File: src/rtl/rob_commit.sv
// Reorder buffer: allocates slots at issue, collects ALU/LSB results and retires in program order.
// A mispredicted branch retires normally, then flushes the whole buffer one cycle later.
module rob_commit #(
    parameter int ROB_ADDR_W = 4
) (
    input  logic                  clk,
    input  logic                  rst_n,
    input  logic                  rdy,
    input  logic                  issue_valid,
    input  logic [4:0]            issue_dest,
    input  logic                  issue_is_branch,
    input  logic                  issue_is_jalr,
    input  logic                  issue_pred_jump,
    input  logic [31:0]           issue_alt_pc,
    output logic [ROB_ADDR_W-1:0] issue_rename,
    output logic                  rob_full,
    input  logic                  wb_alu_valid,
    input  logic [ROB_ADDR_W-1:0] wb_alu_rename,
    input  logic [31:0]           wb_alu_value,
    input  logic                  wb_lsb_valid,
    input  logic [ROB_ADDR_W-1:0] wb_lsb_rename,
    input  logic [31:0]           wb_lsb_value,
    output logic                  commit_flag,
    output logic [31:0]           commit_value,
    output logic [ROB_ADDR_W-1:0] commit_rename,
    output logic [4:0]            commit_dest,
    output logic                  commit_is_branch,
    output logic                  commit_is_jalr,
    output logic                  rob_flush,
    output logic [31:0]           flush_pc
);
    localparam int DEPTH = 1 << ROB_ADDR_W;
    localparam logic [ROB_ADDR_W:0] FULL_CNT = (ROB_ADDR_W + 1)'(DEPTH);

    logic [ROB_ADDR_W-1:0] head_q, head_d;
    logic [ROB_ADDR_W-1:0] tail_q, tail_d;
    logic [ROB_ADDR_W:0]   count_q, count_d;

    logic [DEPTH-1:0] busy_q;
    logic [DEPTH-1:0] ready_q;
    logic [DEPTH-1:0] is_branch_q;
    logic [DEPTH-1:0] is_jalr_q;
    logic [DEPTH-1:0] pred_q;
    logic [31:0]      value_q  [DEPTH];
    logic [31:0]      alt_pc_q [DEPTH];
    logic [4:0]       dest_q   [DEPTH];

    logic                  flush_pending_q;
    logic                  rob_flush_q;
    logic [31:0]           flush_pc_q;
    logic                  commit_flag_q;
    logic [31:0]           commit_value_q;
    logic [ROB_ADDR_W-1:0] commit_rename_q;
    logic [4:0]            commit_dest_q;
    logic                  commit_is_branch_q;
    logic                  commit_is_jalr_q;

    logic blocked;
    logic do_commit;
    logic do_issue;
    logic alu_wr;
    logic lsb_wr;
    logic mispredict;

    // The retire cycle of a mispredict and the flush cycle after it accept nothing.
    assign blocked    = flush_pending_q | rob_flush_q;
    assign rob_full   = (count_q == FULL_CNT);
    assign do_commit  = rdy & ~blocked & busy_q[head_q] & ready_q[head_q];
    assign do_issue   = rdy & ~blocked & issue_valid & ~rob_full;
    assign alu_wr     = rdy & ~blocked & wb_alu_valid & busy_q[wb_alu_rename];
    assign lsb_wr     = rdy & ~blocked & wb_lsb_valid & busy_q[wb_lsb_rename];
    assign mispredict = is_branch_q[head_q] & (value_q[head_q][0] != pred_q[head_q]);

    always_comb begin
        head_d  = head_q;
        tail_d  = tail_q;
        count_d = count_q;
        if (rdy && flush_pending_q) begin
            head_d  = '0;
            tail_d  = '0;
            count_d = '0;
        end else begin
            if (do_commit) head_d = head_q + 1'b1;
            if (do_issue)  tail_d = tail_q + 1'b1;
            case ({do_issue, do_commit})
                2'b10:   count_d = count_q + 1'b1;
                2'b01:   count_d = count_q - 1'b1;
                default: count_d = count_q;
            endcase
        end
    end

    always_ff @(posedge clk or negedge rst_n) begin
        if (!rst_n) begin
            head_q             <= '0;
            tail_q             <= '0;
            count_q            <= '0;
            busy_q             <= '0;
            ready_q            <= '0;
            flush_pending_q    <= 1'b0;
            rob_flush_q        <= 1'b0;
            flush_pc_q         <= '0;
            commit_flag_q      <= 1'b0;
            commit_value_q     <= '0;
            commit_rename_q    <= '0;
            commit_dest_q      <= '0;
            commit_is_branch_q <= 1'b0;
            commit_is_jalr_q   <= 1'b0;
        end else if (rdy) begin
            head_q        <= head_d;
            tail_q        <= tail_d;
            count_q       <= count_d;
            commit_flag_q <= do_commit;
            rob_flush_q   <= flush_pending_q;
            if (flush_pending_q) begin
                busy_q          <= '0;
                ready_q         <= '0;
                flush_pending_q <= 1'b0;
            end else begin
                if (do_commit) begin
                    busy_q[head_q]     <= 1'b0;
                    ready_q[head_q]    <= 1'b0;
                    commit_value_q     <= value_q[head_q];
                    commit_rename_q    <= head_q;
                    commit_dest_q      <= dest_q[head_q];
                    commit_is_branch_q <= is_branch_q[head_q];
                    commit_is_jalr_q   <= is_jalr_q[head_q];
                    if (mispredict) begin
                        flush_pending_q <= 1'b1;
                        flush_pc_q      <= alt_pc_q[head_q];
                    end
                end
                if (alu_wr) ready_q[wb_alu_rename] <= 1'b1;
                if (lsb_wr) ready_q[wb_lsb_rename] <= 1'b1;
                if (do_issue) begin
                    busy_q[tail_q]  <= 1'b1;
                    ready_q[tail_q] <= 1'b0;
                end
            end
        end else begin
            commit_flag_q <= 1'b0;
            rob_flush_q   <= 1'b0;
        end
    end

    // Payload needs no reset: busy/ready gate every use of it.
    always_ff @(posedge clk) begin
        if (do_issue) begin
            dest_q[tail_q]      <= issue_dest;
            is_branch_q[tail_q] <= issue_is_branch;
            is_jalr_q[tail_q]   <= issue_is_jalr;
            pred_q[tail_q]      <= issue_pred_jump;
            alt_pc_q[tail_q]    <= issue_alt_pc;
        end
        if (alu_wr) value_q[wb_alu_rename] <= wb_alu_value;
        if (lsb_wr) value_q[wb_lsb_rename] <= wb_lsb_value;
    end

    assign issue_rename     = tail_q;
    assign commit_flag      = commit_flag_q;
    assign commit_value     = commit_value_q;
    assign commit_rename    = commit_rename_q;
    assign commit_dest      = commit_dest_q;
    assign commit_is_branch = commit_is_branch_q;
    assign commit_is_jalr   = commit_is_jalr_q;
    assign rob_flush        = rob_flush_q;
    assign flush_pc         = flush_pc_q;

endmodule

File: config.mk
export PLATFORM = sky130hd
export DESIGN_NAME = rob_commit
export DESIGN_NICKNAME = d
export VERILOG_FILES = /design/src/rtl/rob_commit.sv
export SDC_FILE = /design/constraint.sdc
export NUM_CORES = 2
export LEC_CHECK = 0
export ABC_AREA = 1
export BUFFER_PORTS_ARGS = -buffer_cell sky130_fd_sc_hd__buf_2
export CORE_MARGIN = 3
export CORE_UTILIZATION = 55
export DETAILED_ROUTE_END_ITERATION = 8
export GPL_TIMING_DRIVEN = 0
export PLACE_DENSITY_LB_ADDON = 0.08
export SYNTH_ARGS = -nofsm -noshare
export SYNTH_HDL_FRONTEND = slang
export SYNTH_SLANG_ARGS = --single-unit
File: constraint.sdc
create_clock -name clk -period 4.04 [get_ports clk]
set_input_delay 1.212 -clock clk [delete_from_list [all_inputs] [get_ports clk]]
set_output_delay 1.212 -clock clk [all_outputs]
set_load 0.03 [all_outputs]
[Yosys cells after proc, flatten, opt, wreduce, memory -nomap -nowiden]
Memory sizes are Yosys's and may differ from the RTL's. A register that Yosys moved wholly into a read port is not among the register bits.
Index checks and enable logic that the tools add are counted.
Widths: inputs -> output; s select.
Cells by class
  add/subtract/negate cells: 4
  magnitude comparators: 8
  eq/ne operators: 4
  mux-type cells: 58
  bitwise logic cells: 22
  reductions and logical operators: 15
Operator list (number)
  $mux 16: 16
  $and 16x16->16: 3
  $bwmux 16: 3
  $or 16x16->16: 3
  $not 16->16: 2
  $bmux 1 s4: 7
  $mux 1: 22
  $lt 4x5->1 const B: 4
  $demux 1 s4: 4
  $ge 4x1->1 const B: 4
  $mux 4: 4
  $and 1x1->1: 10
  $pmux 5 s2: 1
  $add 4x1->4 const B: 2
  $reduce_and 2->1: 3
  $add 5x1->5 const B: 1
  $eq 5x5->1 const B: 1
  $logic_and 1x1->1: 5
  $mux 5: 1
  $sub 5x1->5 const B: 1
  $reduce_and 4->1: 1
  $reduce_bool 2->1: 2
  $not 1->1: 3
  $reduce_and 3->1: 1
  other kinds (6): 7
Storage, ports and cells
  register bits after elaboration: 134
  memory bits (writable): 1104
  input bits: 118
  output and inout bits: 82
  logic and storage cells: 129
  memories: 3
Memory list
  alt_pc_q: depth 16, bits a word 32, rd ports 1, clocked after Yosys merged registers in 1, write ports 1, RTL line 45  | logic [31:0] alt_pc_q [DEPTH];
  value_q: depth 16, bits a word 32, rd ports 1, clocked after Yosys merged registers in 0, write ports 2, RTL line 44  | logic [31:0] value_q [DEPTH];
  dest_q: depth 16, bits a word 5, rd ports 1, clocked after Yosys merged registers in 1, write ports 1, RTL line 46  | logic [4:0] dest_q [DEPTH];

[Longest topological paths before layout]
  depth in word-level cells: 20
  gate-level depth with buffers: 21

[Worst setup path after synthesis]
No wires, ideal clock.
  path type: input to register
  from: input port rdy
  to: register ready_q[11]
  setup time: 0.121 ns
  data arrival time: 4.227 ns
  required time: 3.919 ns
  slack: -0.308 ns
  stages: 11
  path through: nand2_2 > nor2_2 > nand2_1 > or2_1 > buf_2 > inv_2 > nand2_1 > nor2_1 > inv_1 > nand3_1 > nand2_1
Between the ends
  word-level cells in the longest chain between the ends: 17
  elaborated cells between the ends (all ways): 23
RTL lines
  start, declared: RTL line 8  | input logic rdy,
  $and 1x1->1
  $and 1x1->1 (2 in series): RTL line 68  | assign do_commit = rdy & ~blocked & busy_q[head_q] & ready_q[head_q];
  $mux 16: RTL line 120  | if (do_commit) begin
  $mux 16: RTL line 115  | if (flush_pending_q) begin
  $mux 16: RTL line 109  | end else if (rdy) begin
  $or 16x16->16 (no source line)
  $mux 16: RTL line 133  | if (alu_wr) ready_q[wb_alu_rename] <= 1'b1;
  $mux 16: RTL line 115
  $mux 16: RTL line 109
  $or 16x16->16 (no source line)
  $mux 16: RTL line 134  | if (lsb_wr) ready_q[wb_lsb_rename] <= 1'b1;
  $mux 16: RTL line 115
  $mux 16: RTL line 109
  $and 16x16->16 (no source line)
  $mux 16: RTL line 135  | if (do_issue) begin
  $mux 16: RTL line 115
  end signal, assigned: RTL line 117  | ready_q <= '0;
  end signal, assigned by index: RTL line 134
  end signal, assigned by index: RTL line 137  | ready_q[tail_q] <= 1'b0;
  end, declared: RTL line 40  | logic [DEPTH-1:0] ready_q;
Parallel ways exist; a longest one is shown, timed or not. The select of a mux whose other input is x is not followed.
A chain may end at the register's enable or synchronous reset.

==> impl_metrics.csv <==
group,metric,value,unit
detailed_routing,drt-total-wl,211,mm
detailed_routing,drtIter0Drc,7061,
critical_path,path_cells,"buf_2 > nand2_1 > o22ai_1 > o21ai_0 > nand4_2 > nand2_1 > nor2_2 > nand2_1 > clkbuf_1 > nand2_2 > buf_12",
die,coreArea,100000,um2
critical_path,required,4.52,ns
die,die_y,325,um
critical_path,critPathMaxStageDelay,0.75,ns
power_and_ir_drop,leakage,23.2,nW
critical_path,start_kind,"input port",
cts,post_cts_buffers,0,
timing,fmax,253,MHz
cts,tritoncts,"built",
cts,holdBufCountCts,0,
layout,final_cell_area,63600,um2
timing,worst_pin_slew,1.34,ns
timing,fin_worst_skew,0.0279,ns
detailed_routing,vias_per_cell,6.52,
synthesis,synth-seq-cells,1275,
timing,fin_crit_sh,97.7,%
synthesis,syn_area_per_cell,10.8,um2
layout,areaGrowthSynthToFinish,14.0,%
timing,setup-violations-final,0,
grt,grtUsageTotal,39.4,%
synthesis,synthesis.area,55800,um2
cts,cts_root_buffer,"clkbuf_16",
cts,clk-insertion-delay-late,0.76,ns
timing,final-hold-violation-count,0,
cts,clock-sinks,1275,
synthesis,yosysWarnings,0,
cts,path_clk_slew,0.06,ns
synthesis,synth_xor_area_share,0.0942,%
power_and_ir_drop,power.density,691,nW/um2
grt,overflow,0,
synthesis,synth_cell_types,41,
layout,fin_nets,5625,
cts,ctsHtreeMaxLevel,4,
synthesis,syn_inst,5153,
placed_design,dpl_cell_area,59300,um2
critical_path,crit_type,"input port to register",
layout,instances_no_fill,6982,
timing,final.min_clock_period,3.95,ns
critical_path,worstPathArrival,4.43,ns
synthesis,synth_fa_ha_area_share,0.224,%
detailed_routing,ant_nets,0,
placed_design,dp_hpwl,142,mm
critical_path,crit_top_cell,"nand2_1",
synthesis,synth_compound_gate_area_share,16.5,%
synthesis,seq_area_frac_synth,67.5,%
placed_design,dp_cells,6717,
die,num_rows,116,
power_and_ir_drop,ir_worst_vdd,0.000463,V
synthesis,synth-simple-area-share,11.1,%
cts,cts_buffer_depth,3,
critical_path,cpMaxStageDelayCell,"clkbuf_1",
job,drv_cap,0,
layout,drive_above_1_share,11.5,%
die,die_w,325,um
timing,maxSlewHeadroom,10.4,%
detailed_routing,firstDrtPassIters,6,
synthesis,synth_fp_nets,5281,
detailed_routing,num_vias,45500,
synthesis,synth_top_family_by_area,"compound AO/OA/AOI/OAI gates",
critical_path,worstPathMaxFanout,20,
timing,slew_viol_final,0,
grt,grt_antenna_before_repair,19,
cts,ctsResizeCount,0,
worst_hold_path,worstHoldPathType,"input port to asynchronous set/reset pin",
grt,grt_pass1_wl,300,mm
critical_path,critPathCaptureType,"register",
placed_design,gp_congestion,1.00,
detailed_routing,wl_per_cell,30.3,um
die,ioPinCount,200,
synthesis,synth.mux.area_fraction,0,%
grt,grt_max_degree,75,
critical_path,ff2ff_setup_slack,0.27,ns
placed_design,io_buffers,167,
timing,rsz0062_at_grt,"no",
critical_path,ff2ff_path_depth,8,
grt,first_global_vias,42800,
cts,cts_inserted_buffers,135,
detailed_routing,drc,0,
outcome,status,"finished clean",
die,fp.dieArea,105000,um2
timing,holdWs,0.412,ns
die,start_util,55.6,%
worst paths after layout:
kind | from | to
setup / recovery | wb_lsb_rename[1] | value_q[11][8]
hold / removal | rst_n | flush_pc[6]
setup reg to reg | head_q[2] | commit_value[24]
hold reg to reg | flush_pc[22] | flush_pc[22]
max in group asynchronous | rst_n | commit_value[19]
min in group clk | flush_pc[22] | flush_pc[22]
kinds of logic (layout without fill, tap and decap cells):
group	Yosys count	in the layout
simple gates	1597	1597
flops	1275	1275
compound gates	1682	1682
fa+ha+maj	10	10
buf+inv	583	1039
xor+xnor	6	6
other cells	0	16
worst max-delay path: cells and delay by family:
kind	cells	cell delay (ns)
AO/OA/AOI/OAI	2	0.38
buffers and inverters	3	1.24
AND/OR/NAND/NOR	6	1.56
layer usage:
metal | GRT usage, % | share of wire [%]
met3 | 8.48 | 12
met5 | 0 | 0.017
met4 | 26.1 | 7.8
met2 | 61.7 | 45
met1 | 49.9 | 35
metrics by stage:
stage	util (%)	TNS [ns]	power, W	setup slack (ns)
final	63.4	0	0.0440	0.0925
after global routing	63.4	0	0.0452	0.103
after CTS	63.4	0	0.0433	0.299
after detailed placement	59.1	-30.91	0.0314	-0.461
after global placement	58.2	-1422.06	0.0311	-3.28
after floorplan	-	-30.84	0.0248	-0.265
power by group:
part	internal, W	switching [W]	leakage (nW)
Sequential	0.0153	0.000523	11.9
Clock	0.00693	0.00529	2.10
Combinational	0.00409	0.0118	9.16
state kept, by name, summed over array words and instances, names as in the netlist:
register	cells
commit_is_branch	1
head_q	4
commit_rename	4
is_branch_q	16
pred_q	16
dest_q	80
is_jalr_q	16
commit_dest	5
alt_pc_q	512
flush_pc	32
commit_value	32
commit_flag	1
count_q	5
issue_rename	4
commit_is_jalr	1
rob_flush	1
flush_pending_q	1
busy_q	16
ready_q	16
value_q	512
cells in the final DEF (no fill, tap or decap), drive strengths merged, types with 13 or more instances in the layout:
master and n:
edfxtp 1152, nor2 681, o21ai 1178, nand3 73
nand4 13, dfrtp 123, clkinv 59, o22ai 314
a31oi 38, clkbuf 452, a21oi 75, a221oi 13
inv 121, a22o 49, diode 16, buf 397
nand2 826
synth_stat cells, drive strengths merged:
library cell	instances	area [um2]
a21boi	4	30.0
a21oi	75	375
a221oi	13	120
a22o	49	429
a31oi	38	238
buf	190	1090
clkbuf	274	1030
clkinv	1	3.75
dfrtp	123	3080
edfxtp	1152	34600
ha	10	125
inv	118	445
nand2	826	3120
nand3	73	370
nand4	13	87.6
nor2	681	2580
nor3	3	15.0
o211ai	1	7.51
o21a	4	30.0
o21ai	1178	5970
o21bai	6	45.0
o22ai	314	1960
or2	1	6.26
xnor2	2	17.5
xor2	4	35.0
layout make-up:
cell class / instances / area (um2)
clock inverters: 71 / 578
inverters: 119 / 449
well taps: 1357 / 1700
flip-flops and latches: 1275 / 37700
repair buffers: 207 / 1700
fillers: 7941 / 36700
diodes: 16 / 40.0
multi-input cells: 3295 / 15700
clock buffers: 178 / 3710
plain buffers: 464 / 2130
Power figures use the tool's default switching activity.
